**src/rtl/abr_params_pkg.sv**
```systemverilog
// abr_params_pkg: memory-interface types shared across the abr datapath
// Exports ABR_MEM_ADDR_WIDTH, mem_rw_mode_e (idle/read/write) and mem_if_t (mode + address).
package abr_params_pkg;
    localparam int ABR_MEM_ADDR_WIDTH = 15;
    typedef enum logic [1:0] {RW_IDLE = 2'd0, RW_READ = 2'd1, RW_WRITE = 2'd2} mem_rw_mode_e;
    typedef struct packed {
        mem_rw_mode_e                  rd_wr_en;
        logic [ABR_MEM_ADDR_WIDTH-1:0] addr;
    } mem_if_t;
endpackage

```
**src/rtl/hint_decode_defines_pkg.sv**
```systemverilog
// hint_decode_defines_pkg: FSM state enums, default sizes and derived-width helpers for the hint decoder
package hint_decode_defines_pkg;
    localparam int HD_MLDSA_N       = 256;
    localparam int HD_MLDSA_K       = 8;
    localparam int HD_OMEGA         = 75;
    localparam int HD_LANES         = 4;
    localparam int HD_COEFF_PER_WR  = 4;
    typedef enum logic [2:0] {RD_IDLE, RD_INIT, RD_HINTSUM, RD_EXEC, RD_PAD} rd_state_e;
    typedef enum logic [1:0] {WR_IDLE, WR_INIT, WR_MEM} wr_state_e;
    function automatic int ptr_w(input int omega, input int k);
        return $clog2(omega + k);
    endfunction
    function automatic int poly_w(input int k);
        return $clog2(k + 1);
    endfunction
    function automatic int coeff_w(input int n);
        return $clog2(n);
    endfunction
endpackage

```
**src/rtl/hint_decode_check.sv**
```systemverilog
// hint_decode_check: ordering check on hint bytes and zero check on padding bytes
// Ports: clk, reset_n (async, active-low), zeroize (sync clear), clear (new polynomial),
//        chk_en (ordering check this cycle), pad_en (padding check this cycle),
//        mask (valid lanes), data (LANES bytes, lane 0 in LSBs), err (combinational violation).
module hint_decode_check
    import hint_decode_defines_pkg::*;
#(
    parameter int LANES = HD_LANES
) (
    input  logic               clk,
    input  logic               reset_n,
    input  logic               zeroize,
    input  logic               clear,
    input  logic               chk_en,
    input  logic               pad_en,
    input  logic [LANES-1:0]   mask,
    input  logic [LANES*8-1:0] data,
    output logic               err
);
    logic       have_prev, seen, bad;
    logic [7:0] last, hi;
    // Lanes are scanned in order so the running maximum also covers bytes seen in earlier cycles.
    always_comb begin
        bad  = 1'b0;
        seen = have_prev;
        hi   = last;
        for (int i = 0; i < LANES; i++) begin
            if (mask[i]) begin
                bad  = bad | (pad_en ? (data[i*8 +: 8] != 8'h0) : (seen && data[i*8 +: 8] <= hi));
                seen = 1'b1;
                hi   = data[i*8 +: 8];
            end
        end
    end
    assign err = (chk_en || pad_en) && bad;
    always_ff @(posedge clk or negedge reset_n) begin
        if (!reset_n) {have_prev, last} <= '0;
        else if (zeroize || clear) {have_prev, last} <= '0;
        else if (chk_en) begin
            have_prev <= seen;
            last      <= hi;
        end
    end
endmodule

```
**src/rtl/hint_decode_ctrl.sv**
```systemverilog
// hint_decode_ctrl: walks an encoded hint vector, validates it and sequences bitmap writes to memory
module hint_decode_ctrl
    import abr_params_pkg::*;
    import hint_decode_defines_pkg::*;
#(
    parameter int MLDSA_N      = HD_MLDSA_N,
    parameter int MLDSA_K      = HD_MLDSA_K,
    parameter int OMEGA        = HD_OMEGA,
    parameter int LANES        = HD_LANES,
    parameter int COEFF_PER_WR = HD_COEFF_PER_WR
) (
    input  logic                               clk,
    input  logic                               reset_n,
    input  logic                               zeroize,
    input  logic                               enable,
    input  logic [ABR_MEM_ADDR_WIDTH-1:0]      dest_base_addr,
    input  logic [7:0]                         hintsum_i,
    input  logic [LANES*8-1:0]                 hint_idx_i,
    output mem_if_t                            mem_wr_req,
    output logic                               done,
    output logic                               error,
    output logic [poly_w(MLDSA_K)-1:0]         poly_count,
    output logic [ptr_w(OMEGA, MLDSA_K)-1:0]   rd_ptr,
    output logic [LANES-1:0]                   lane_mask,
    output logic [coeff_w(MLDSA_N)-1:0]        bitmap_ptr,
    output logic                               hint_rd_en,
    output logic                               rst_bitmap
);
    localparam int PTRW = ptr_w(OMEGA, MLDSA_K);
    localparam int PCW  = poly_w(MLDSA_K);
    localparam int BPW  = coeff_w(MLDSA_N);
    localparam logic [7:0] LANES_B = 8'(LANES);
    localparam logic [7:0] OMEGA_B = 8'(OMEGA);

    rd_state_e rd_state, rd_next;
    wr_state_e wr_state, wr_next;
    logic [7:0] rem, prev_hs, take, pad_rem;
    logic [LANES-1:0] mask;
    logic [ABR_MEM_ADDR_WIDTH-1:0] wr_addr;
    logic start, in_pad, build_done, last_wr, pad_last, hs_err, chk_err, err_now;

    assign done       = rd_state == RD_IDLE && wr_state == WR_IDLE;
    assign start      = enable && done;
    assign in_pad     = rd_state == RD_PAD;
    assign hint_rd_en = rd_state == RD_EXEC && rem != 8'h0;
    assign build_done = rd_state == RD_EXEC && rem == 8'h0;
    assign last_wr    = wr_state == WR_MEM && bitmap_ptr == BPW'(MLDSA_N - COEFF_PER_WR);
    assign rst_bitmap = last_wr;
    assign pad_rem    = OMEGA_B - 8'(rd_ptr);
    assign pad_last   = pad_rem <= LANES_B;
    assign take       = in_pad ? (pad_last ? pad_rem : LANES_B) : (rem < LANES_B ? rem : LANES_B);
    assign hs_err     = rd_state == RD_HINTSUM && (hintsum_i < prev_hs || hintsum_i > OMEGA_B);
    assign err_now    = hs_err || chk_err;
    assign mem_wr_req.rd_wr_en = (wr_state == WR_MEM && !zeroize) ? RW_WRITE : RW_IDLE;
    assign mem_wr_req.addr     = wr_addr;

    always_comb begin
        mask = '0;
        for (int i = 0; i < LANES; i++) mask[i] = 8'(i) < take;
    end

    hint_decode_check #(.LANES(LANES)) u_check (
        .clk     (clk),
        .reset_n (reset_n),
        .zeroize (zeroize),
        .clear   (rd_state == RD_HINTSUM),
        .chk_en  (hint_rd_en),
        .pad_en  (in_pad),
        .mask    (mask),
        .data    (hint_idx_i),
        .err     (chk_err)
    );

    always_ff @(posedge clk or negedge reset_n) begin
        if (!reset_n) begin
            rd_state <= RD_IDLE;
            wr_state <= WR_IDLE;
        end else begin
            rd_state <= zeroize ? RD_IDLE : rd_next;
            wr_state <= zeroize ? WR_IDLE : wr_next;
        end
    end

    always_comb begin
        rd_next = rd_state;
        wr_next = wr_state;
        case (rd_state)
            RD_IDLE:    rd_next = start ? RD_INIT : RD_IDLE;
            RD_INIT:    rd_next = wr_state == WR_INIT ? RD_HINTSUM : RD_INIT;
            RD_HINTSUM: rd_next = RD_EXEC;
            RD_EXEC:    rd_next = !build_done ? RD_EXEC : (poly_count == PCW'(MLDSA_K - 1) ? RD_PAD : RD_INIT);
            RD_PAD:     rd_next = pad_last ? RD_IDLE : RD_PAD;
            default:    rd_next = RD_IDLE;
        endcase
        case (wr_state)
            WR_IDLE: wr_next = start ? WR_INIT : WR_IDLE;
            WR_INIT: wr_next = build_done ? WR_MEM : WR_INIT;
            WR_MEM:  wr_next = !last_wr ? WR_MEM : (poly_count == PCW'(MLDSA_K - 1) ? WR_IDLE : WR_INIT);
            default: wr_next = WR_IDLE;
        endcase
        if (err_now) rd_next = RD_IDLE;
        if (err_now && !in_pad) wr_next = WR_IDLE;
    end

    always_ff @(posedge clk or negedge reset_n) begin
        if (!reset_n) {error, rd_ptr, poly_count, prev_hs, rem, wr_addr, bitmap_ptr, lane_mask} <= '0;
        else if (zeroize) {error, rd_ptr, poly_count, prev_hs, rem, wr_addr, bitmap_ptr, lane_mask} <= '0;
        else begin
            lane_mask <= hint_rd_en ? mask : '0;
            if (start) begin
                error      <= 1'b0;
                rd_ptr     <= '0;
                poly_count <= '0;
                prev_hs    <= '0;
                rem        <= '0;
                wr_addr    <= dest_base_addr;
                bitmap_ptr <= '0;
            end else begin
                if (err_now) error <= 1'b1;
                if (rd_state == RD_HINTSUM) rem <= hintsum_i - prev_hs;
                if (hint_rd_en) rem <= rem - take;
                if (hint_rd_en || in_pad) rd_ptr <= rd_ptr + PTRW'(take);
                if (build_done) prev_hs <= hintsum_i;
                if (wr_state == WR_MEM) begin
                    wr_addr    <= wr_addr + ABR_MEM_ADDR_WIDTH'(1);
                    bitmap_ptr <= last_wr ? '0 : bitmap_ptr + BPW'(COEFF_PER_WR);
                end
                if (last_wr) poly_count <= poly_count + PCW'(1);
            end
        end
    end
endmodule

```
**config.mk**
```make
export PLATFORM = sky130hd
export DESIGN_NAME = hint_decode_ctrl
export DESIGN_NICKNAME = d
export VERILOG_FILES = /design/src/rtl/abr_params_pkg.sv /design/src/rtl/hint_decode_defines_pkg.sv /design/src/rtl/hint_decode_check.sv /design/src/rtl/hint_decode_ctrl.sv
export SDC_FILE = /design/constraint.sdc
export NUM_CORES = 1
export LEC_CHECK = 0
export BUFFER_PORTS_ARGS = -buffer_cell sky130_fd_sc_hd__buf_4
export CORE_UTILIZATION = 57
export DETAILED_ROUTE_END_ITERATION = 6
export PLACE_DENSITY = 0.89
export SYNTH_ARGS = -nofsm -noshare
export SYNTH_HDL_FRONTEND = slang
export SYNTH_SLANG_ARGS = --single-unit
```
**constraint.sdc**
```tcl
create_clock -name clk -period 5.2 [get_ports clk]
set_input_delay 0.78 -clock clk [delete_from_list [all_inputs] [get_ports clk]]
set_output_delay 0.78 -clock clk [all_outputs]
set_load 0.05 [all_outputs]
```
### Yosys cells after proc, flatten, opt, wreduce, memory -nomap -nowiden

Cells that the tools add are included.

| word-level totals | value |
|---|---|
| register bits after elaboration | 69 |
| input port bits | 59 |
| output and inout port bits | 44 |

| cells by class | value |
|---|---|
| add/subtract/negate cells | 7 |
| magnitude comparators | 12 |
| eq/ne operators | 8 |
| mux-type cells | 64 |
| bitwise operators | 3 |
| reduce and logical (&&, ||, !) cells | 34 |

Operators with widths:

| cell | number |
|---|---|
| two-way mux 8 bit | 20 |
| two-way mux 15 bit | 3 |
| nonzero test 8 bit | 5 |
| less-or-equal comparator 8 bit | 4 |
| two-way mux 7 bit | 3 |
| two-way mux 1 bit | 20 |
| two-way mux 4 bit | 5 |
| < comparator 1 x 8 -> 1 bit, first input constant | 2 |
| < comparator 2 x 8 -> 1 bit, first input constant | 2 |
| subtractor 8 bit | 2 |
| adder 15 x 1 -> 15 bit, second input constant | 1 |
| two-way mux 3 bit | 5 |
| one-hot mux 3 bit (5 select lines) | 1 |
| nonzero test 3 bit | 5 |
| logical AND 1 bit | 13 |
| two-way mux 2 bit | 6 |
| adder 8 x 3 -> 8 bit, second input constant | 1 |
| equality test 8 bit, second input constant | 1 |
| greater-than comparator 8 x 7 -> 1 bit, second input constant | 1 |
| less-or-equal comparator 8 x 3 -> 1 bit, second input constant | 1 |
| logical NOT 8 bit | 1 |
| < comparator 8 x 3 -> 1 bit, second input constant | 1 |
| < comparator 8 bit | 1 |
| subtractor 7 x 7 -> 8 bit, first input constant | 1 |
| other kinds (16) | 23 |

### Longest topological paths before layout

Gate-level depths: netlist of the first run.

| logic depth | value |
|---|---|
| word-level depth | 20 |
| depth in mapped cells | 19 |
| gate-level depth less buffers | 18 |

### By module

From an unflattened synthesis of the first run, not the netlist that was laid out.

| second synthesis, totals | value |
|---|---|
| cell total of the unflattened synthesis | 657 |
| area total of the unflattened synthesis | 5569.1 sq um |

By module, submodules not included:

| module | instances | cells each | area each (sq um) | seq. area each (sq um) |
|---|---|---|---|---|
| hint_decode_ctrl | 1 | 453 | 3951.3 | 1451.4 |
| hint_decode_check | 1 | 204 | 1617.8 | 225.2 |

### Worst setup path after synthesis of the first run

Ideal clock, no wire load.

| timing path | value |
|---|---|
| path type | register to register |
| start point | register rd_ptr[2] |
| end point | register error |
| library setup time | 126 ps |
| arrival | 4010 ps |
| required time | 5074 ps |
| path slack | 1064 ps |
| stages on the path, launching flop included | 18 |
| path buffers | 1 |
| cell sequence | dfrtp_1 -> ha_1 -> a21oi_1 -> nor2b_1 -> o221ai_2 -> o32ai_4 -> buf_6 -> mux2_4 -> a222oi_1 -> ha_1 -> and4_1 -> a21oi_1 -> o21ai_0 -> a21oi_1 -> nand3b_1 -> o211a_4 -> nor2_1 -> o311a_1 |

| between the ends | value |
|---|---|
| longest elaborated chain between the ends | 18 |
| elaborated cells between the ends (all ways) | 33 |
| classes of those cells | add/sub (1); order compare (8); mux (15); bitwise (3); reduce/logical (6) |

RTL lines:

| element | RTL line | source |
|---|---|---|
| start, declared | hint_decode_ctrl.sv:23 | `output logic [ptr_w(OMEGA, MLDSA_K)-1:0] rd_ptr,` |
| start signal, assigned | hint_decode_ctrl.sv:122 | `if (hint_rd_en \|\| in_pad) rd_ptr <= rd_ptr + PTRW'(take);` |
| subtractor 7 x 7 -> 8 bit (*) | hint_decode_ctrl.sv:49 | `assign pad_rem = OMEGA_B - 8'(rd_ptr);` |
| less-or-equal comparator 8 x 3 -> 1 bit | hint_decode_ctrl.sv:50 | `assign pad_last = pad_rem <= LANES_B;` |
| two-way mux 8 bit (*) (2 in series) | hint_decode_ctrl.sv:51 | `assign take = in_pad ? (pad_last ? pad_rem : LANES_B) : (rem < LANES_B ? rem : LANES_B);` |
| < comparator 1 x 8 -> 1 bit | hint_decode_ctrl.sv:59 | `for (int i = 0; i < LANES; i++) mask[i] = 8'(i) < take;` |
| two-way mux 8 bit | hint_decode_check.sv:28 | `if (mask[i]) begin` |
| less-or-equal comparator 8 bit | hint_decode_check.sv:29 | `bad = bad \| (pad_en ? (data[i*8 +: 8] != 8'h0) : (seen && data[i*8 +: 8] <= hi));` |
| logical AND 1 bit | hint_decode_check.sv:29 |  |
| two-way mux 1 bit | hint_decode_check.sv:29 |  |
| OR 1 bit | hint_decode_check.sv:29 |  |
| two-way mux 1 bit | hint_decode_check.sv:28 |  |
| OR 1 bit | hint_decode_check.sv:29 |  |
| two-way mux 1 bit | hint_decode_check.sv:28 |  |
| OR 1 bit | hint_decode_check.sv:29 |  |
| two-way mux 1 bit (*) | hint_decode_check.sv:28 |  |
| logical AND 1 bit (*) | hint_decode_check.sv:35 | `assign err = (chk_en \|\| pad_en) && bad;` |
| logical OR 1 bit (*) | hint_decode_ctrl.sv:53 | `assign err_now = hs_err \|\| chk_err;` |
| nonzero test 3 bit (no source line) (*) | - |  |
| end signal, assigned | hint_decode_ctrl.sv:106 | `if (!reset_n) {error, rd_ptr, poly_count, prev_hs, rem, wr_addr, bitmap_ptr, lane_mask} <= '0;` |
| end signal, assigned | hint_decode_ctrl.sv:107 | `else if (zeroize) {error, rd_ptr, poly_count, prev_hs, rem, wr_addr, bitmap_ptr, lane_mask} <= '0;` |
| end signal, assigned | hint_decode_ctrl.sv:111 | `error <= 1'b0;` |
| end, declared | hint_decode_ctrl.sv:21 | `output logic error,` |

Mark *: on every way between the ends. The rest lies on a longest branch, timed or not.
A chain may end at the register's enable or synchronous reset.

### Final worst setup path of the first run

Ends and elaborated chain as after synthesis.

==> results of run 1 <==
==> flip-flops by register name, summed over array words and instances, names as in the netlist <==
register           flops
u_check.have_prev      1
rd_ptr                 7
error                  1
bitmap_ptr             6
rem                    8
lane_mask              4
rd_state               3
wr_state               2
prev_hs                8
poly_count             4
u_check.last           8
wr_addr               15
==> report_power, final <==
| part | switching, mW | total, mW | internal, mW |
|---|---|---|---|
| Clock | 0.222 | 0.493 | 0.271 |
| Combinational | 0.512 | 0.836 | 0.324 |
| Sequential | 0.0542 | 0.613 | 0.559 |
| Total | 0.788 | 1.94 | 1.15 |
==> final timing paths <==
kind | from | to | slack [ns] | cells past startpoint
worst min register to register | prev_hs[4] | prev_hs[4] | 0.53 | 2
worst min-delay path | reset_n | prev_hs[3] | 0.53 | 1
max in group asynchronous | reset_n | rd_ptr[0] | 4.08 | 1
worst max-delay path | rd_ptr[2] | error | 0.67 | 16
worst max register to register | rd_ptr[2] | error | 0.67 | 16
min in group clk | prev_hs[4] | prev_hs[4] | 0.53 | 2
==> logic make-up (layout without fill, tap and decap cells) <==
logic type	count (synthesis)	after routing	share of synthesized area
AOI/OAI and AO/OA	171	171	0.2142
muxes	31	31	0.06132
DFF	67	67	0.3021
xor gates and xnor gates	28	28	0.04418
buffers and inverters	64	157	0.05140
adders and majority gates	63	63	0.1461
other	2	8	0.001353
and+or+nand+nor	201	201	0.1794
==> layout make-up <==
class,instances,area [um^2]
Timing Repair Buffer,101,758.2
Clock buffer,10,127.6
Fill cell,721,2753
Inverter,40,150.1
Tap cell,129,161.4
Clock inverter,6,90.09
Sequential cell,67,1677
Multi-Input combinational cell,502,3611
==> worst reg2reg max path, stage by stage, from the launching register on <==
cell	delay, ns
dfrtp_1	0.52
ha_1	0.27
a21oi_1	0.08
nor2b_1	0.21
o221ai_2	0.23
o32ai_4	0.76
mux2_4	0.37
a222oi_1	0.44
ha_1	0.34
and4_1	0.20
a21oi_1	0.11
o21ai_0	0.09
a21oi_1	0.11
nand3b_1	0.13
o211a_4	0.19
nor2_1	0.05
o311a_1	0.31
==> placed cells by master, fill, tap and decap left out, types with 10 or more instances in the layout <==
cell type / n
nand3_1: 11
dfrtp_1: 67
a21o_1: 13
o21ai_0: 30
nand2_1: 42
nor3_1: 11
inv_1: 39
mux2i_1: 25
a211oi_1: 17
nor2b_1: 10
xor2_1: 19
a21oi_1: 44
nand4_1: 12
ha_1: 60
buf_4: 101
nor2_1: 77
==> per-stage QoR <==
step | utilization | hold slack, ns
finish | 0.7049 | 0.5257
global route | 0.7049 | 0.5522
CTS | 0.7049 | 0.5370
detailed placement | 0.6816 | 0.5173
global placement | 0.6816 | 0.5029
floorplan | - | 0.4844
==> metal layers <==
metal | vias up | routed length [um] | GRT usage
met2 | 230 | 7044 | 0.5200
met5 | - | 0 | 0
met4 | 0 | 416 | 0.1349
met3 | 45 | 1164 | 0.06727
li1 | 2477 | - | -
met1 | 2489 | 6124 | 0.3961
==> qor.yml, run 1 <==
critical_path:
  cp_cell_sequence: "ha_1 > a21oi_1 > nor2b_1 > o221ai_2 > o32ai_4 > mux2_4 > a222oi_1 > ha_1 > and4_1 > a21oi_1 > o21ai_0 > a21oi_1 > nand3b_1 > o211a_4 > nor2_1 > o311a_1"
  critPathKind: "flip-flop to flip-flop"
  arrival_ns: 4.76
  slowest_delay_ns: 0.76
  critical-path-top-cell-by-count: "a21oi_1"
  path_delay_family: "compound AO/OA/AOI/OAI gates"
  worstPathMaxFanout: 12
  timing.critical_path.buf_inv: 0
  critPathRequiredTime_ns: 5.43
  cp_slowest_cell: "o32ai_4"
  start_kind: "flip-flop"
  end_kind: "flip-flop"
yosys:
  async_flop_share: 1.000
  avgSynthCellArea_um2: 8.852
  synth_top_area_cell: "dfrtp_1"
  yosysSeqAreaShare: 0.3021
  yosys.area.top_type_share: 0.3021
  yosys_register_bits: 67
  synth_edf_count: 0
  synth.distinct_cells: 70
  ys_top_cells_by_count: "nor2_1 (77), dfrtp_1 (67), ha_1 (60), a21oi_1 (44), nand2_1 (42)"
  ys_top_cells_by_area: "dfrtp_1 (30%), ha_1 (14%), nor2_1 (5.2%)"
  synth_most_common_cell: "nor2_1"
  netlist_area_um2: 5550
  synth_cells: 627
  synth_top_flop_cell: "dfrtp_1"
  ys_warn_count: 0
job:
  drv_cap: 0
placement:
  portBuffers: 99
  dp.cells: 839
  place.gp.congestion: 1.014
  place_ws_ns: 0.7516
  place_area_um2: 6357
  hpwl_mm: 11.15
routing:
  viasPerCell: 6.130
  ant_nets: 0
  wl_per_cell_um: 17.25
  drt_pre_antenna_iters: 7
  wirelength_mm: 14.75
  vias: 5241
  drt-initial-drc-count: 382
  drc_errors: 1
grt:
  overflow: 0
  grt_usage: 0.3137
  antenna_found_initial: 0
  grt_max_degree: 68
  grt_pass1_vias: 5416
  grt_pass1_wl_mm: 25.23
layout:
  diodes: 0
  stdcell_count: 855
  drive_gt1_frac: 0.1901
  area_delta_synth_final_pct: 18.46
  fin_area_um2: 6575
  fin_nets: 843
clock_network:
  clock-root-buffer: "clkbuf_8"
  clkTransAtPathRegs_ns: 0.08
  hold_buffers: 0
  post_cts_buffers: 0
  insertion_delay_ns: 0.36
  cts_buffers: 9
  cts.sinks: 67
  cts_tree: "yes"
  post_cts_resized: 0
  clockBufferDepth: 2
  cts_max_level: 3
sta:
  fin_crit_ns: 4.532
  fin_skew_ns: 0.01466
  fmax_mhz: 220.7
  setup_violations: 0
  rsz0062_at_grt: "no"
  max_slew.worst_pin.slew_ns: 1.179
  hold_viol_final: 0
  fin_ws_ns: 0.6681
  tns_ns: 0
  min_period_over_period: 0.8715
  report.final.slew_viol_count: 0
  relSlewSlack: 0.2109
die:
  io_pins: 103
  die_w_um: 100.7
  core-area_um2: 9328
  initial_core_util: 0.5950
  die_y_um: 100.7
  dieArea_um2: 10140
  rows: 35
status:
  violations: "DRC"
  status: "finished, violations left"
power:
  irDropWorstVdd_mv: 0.2096
  power_density_nw_per_um2: 295.3
  p_total_mw: 1.942
  p_leak_nw: 3.041
min_path:
  hold_path.class: "input pin to asynchronous set/reset pin"
No activity file was read; power rests on OpenSTA's default activity.
==> inputs of run 2 (changes only) <==
--- a/config.mk
+++ b/config.mk
@@ -8,6 +8,7 @@
 export BUFFER_PORTS_ARGS = -buffer_cell sky130_fd_sc_hd__buf_4
 export CORE_UTILIZATION = 57
 export DETAILED_ROUTE_END_ITERATION = 6
+export MAX_ROUTING_LAYER = met4
 export PLACE_DENSITY = 0.89
 export SYNTH_ARGS = -nofsm -noshare
 export SYNTH_HDL_FRONTEND = slang
==> run 2 against run 1 <==
Against the previous run:
- the run now ends clean
- power rose by 2.5%
- via count up 0.57%
- die area stayed put
- final area increased by 0.34%
- core utilization is 0.24 points higher
- non-clock buffer count is the same
- first-iteration DRC count decreased by 1.8%
- final cell count did not move
- global-route usage is 0.49 points lower
- sequential power about the same
- combinational power about the same
- largest cell class unchanged
- highest routed layer unchanged
==> qor.yml, run 2 (same netlist as run 1, synthesis figures left out) <==
power:
  clock_power_share: 0.271  # was 0.254
  switching_share: 0.3966  # was 0.4057
  p_seq_frac: 0.308  # was 0.316
  p_comb_frac: 0.421  # was 0.431
  p_int_mw: 1.201  # was 1.154 mW
  p_leak_nw: 3.053  # was 3.041 nW
  switchingPower_mw: 0.7892  # was 0.7878 mW
  irDropWorstVdd_mv: 0.2157  # was 0.2096 mV
  power_density_nw_per_um2: 301.6  # was 295.3 nW/um^2
min_path:
  hold_path.class: "flip-flop to flip-flop"  # was input pin to asynchronous set/reset pin
clock_network:
  hold_buffers: 0  # unchanged
  clkTransAtPathRegs_ns: 0.08  # about the same
  cts_tree: "yes"  # unchanged
  post_cts_resized: 0  # unchanged
  post_cts_buffers: 0  # unchanged
  cts_max_level: 3  # unchanged
  insertion_delay_ns: 0.36  # about the same
  clock-root-buffer: "clkbuf_8"  # unchanged
  clockBufferDepth: 2  # unchanged
  cts_buffers: 9  # unchanged
  cts.sinks: 67  # unchanged
placement:
  portBuffers: 99  # unchanged
  place_ws_ns: 0.7671  # was 0.7516 ns
  hpwl_mm: 11.10  # was 11.15 mm
  place.gp.congestion: 0.9621  # was 1.014
  dp.cells: 839  # unchanged
routing:
  viasPerCell: 6.165  # was 6.130
  ant_nets: 0  # unchanged
  wl_met1_mm: 6.237  # was 6.124 mm
  highest_layer: "met4"  # unchanged
  drt_pre_antenna_iters: 7  # unchanged
  vias: 5271  # was 5241
  met2_length_mm: 7.219  # was 7.044 mm
  wirelength_mm: 14.88  # was 14.75 mm
  wl_per_cell_um: 17.40  # was 17.25 um
  drc_errors: 0  # was 1
  wl_met3_mm: 1.156  # was 1.164 mm
  drt-initial-drc-count: 375  # was 382
layout:
  largest-register: "wr_addr"  # unchanged
  layout_common_cells: "buf_4 (101), nor2_1 (77), dfrtp_1 (67)"  # unchanged
  fin_nets: 843  # unchanged
  area_delta_synth_final_pct: 18.87  # was 18.46%
  final_common_cell: "buf_4"  # unchanged
  diodes: 0  # unchanged
  stdcell_count: 855  # unchanged
  largest_register_ffs: 15  # unchanged
  drive_gt1_frac: 0.1915  # was 0.1901
critical_path:
  start_kind: "flip-flop"  # unchanged
  worstPathMaxFanout: 12  # unchanged
  end_kind: "flip-flop"  # unchanged
  arrival_ns: 4.76  # about the same
  critPathKind: "flip-flop to flip-flop"  # unchanged
  critPathRequiredTime_ns: 5.44  # was 5.43 ns
grt:
  grt_max_degree: 68  # unchanged
  grt_pass1_wl_mm: 23.94  # was 25.23 mm
  overflow: 0  # unchanged
  grt_pass1_vias: 4976  # was 5416
  antenna_found_initial: 0  # unchanged
  grt_usage: 0.3087  # was 0.3137
sta:
  report.final.slew_viol_count: 0  # unchanged
  fin_crit_ns: 4.520  # was 4.532 ns
  min_period_over_period: 0.8692  # was 0.8715
  rsz0062_at_grt: "no"  # unchanged
  hold_viol_final: 0  # unchanged
  fin_skew_ns: 0.01337  # was 0.01466 ns
  setup_violations: 0  # unchanged
  tns_ns: 0  # unchanged
  fin_ws_ns: 0.6803  # was 0.6681 ns
  relSlewSlack: 0.1805  # was 0.2109
  fmax_mhz: 221.3  # was 220.7 MHz
  max_slew.worst_pin.slew_ns: 1.225  # was 1.179 ns
status:
  status: "complete, no violations"  # was finished, violations left
die:
  core-area_um2: 9328  # unchanged
  io_pins: 103  # unchanged
  initial_core_util: 0.5950  # unchanged
  die_y_um: 100.7  # unchanged
  dieArea_um2: 10140  # unchanged
  rows: 35  # unchanged
  die_w_um: 100.7  # unchanged
job:
  drv_cap: 0  # unchanged
## run 2: changes by cell type in the layout (fill, tap and decap cells not counted), sizes merged
cell    previous run  this run
bufinv             2         3
clkbuf            10         9
## run 2: critical path, stage by stage, from the launching register on
cell,delay [ns]
dfrtp_1,0.51
ha_1,0.26
a21oi_1,0.06
nor2b_1,0.18
o221ai_2,0.24
o32ai_4,0.78
mux2_4,0.36
a222oi_1,0.50
ha_1,0.35
and4_1,0.18
a21oi_1,0.11
o21ai_0,0.09
a21oi_1,0.11
nand3b_1,0.13
o211a_4,0.18
nor2_1,0.05
o311a_1,0.31
## run 2: per-stage QoR
step | power, mW | utilization | hold slack (ns) | cell area (um^2)
global placement | 1.408 | 0.6816 | 0.5031 | 6357
finish | 1.990 | 0.7073 | 0.5216 | 6598
floorplan | 1.217 | - | 0.4844 | 5573
detailed placement | 1.443 | 0.6816 | 0.5112 | 6357
global route | 2.091 | 0.7073 | 0.5585 | 6598
CTS | 1.982 | 0.7073 | 0.5285 | 6598
## run 2: cell type report
type / instances / area [um^2]
Fill cell: 735 / 2730
Multi-Input combinational cell: 502 / 3611
Inverter: 40 / 150.1
Clock buffer: 9 / 123.9
Timing Repair Buffer: 101 / 758.2
Tap cell: 129 / 161.4
Sequential cell: 67 / 1677
Clock inverter: 7 / 116.4
## run 2: power groups by stage
stage	combinational [mW]	clock, mW	sequential, mW
3_3_place_gp	0.791	0	0.618
6_report	0.839	0.539	0.613
4_1_cts	0.829	0.541	0.612
3_5_place_dp	0.821	0	0.621
5_1_grt	0.911	0.562	0.618
2_1_floorplan	0.530	0	0.687
## run 2: path summary, 6_finish.rpt
path,start,end,slack [ns],depth (start not counted)
setup / recovery,rd_ptr[2],error,0.68,16
hold / removal,prev_hs[4],prev_hs[4],0.52,2
setup reg to reg,rd_ptr[2],error,0.68,16
hold reg to reg,prev_hs[4],prev_hs[4],0.52,2
max in group asynchronous,reset_n,u_check.last[5],4.08,1
min in group asynchronous,reset_n,prev_hs[2],0.54,1
## run 2: layer usage
layer / up-vias / GRT usage
li1: 2488 / -
met1: 2514 / 0.3989
met2: 236 / 0.4947
met3: 33 / 0.04924
met4: 0 / 0.1059
met5: - / -
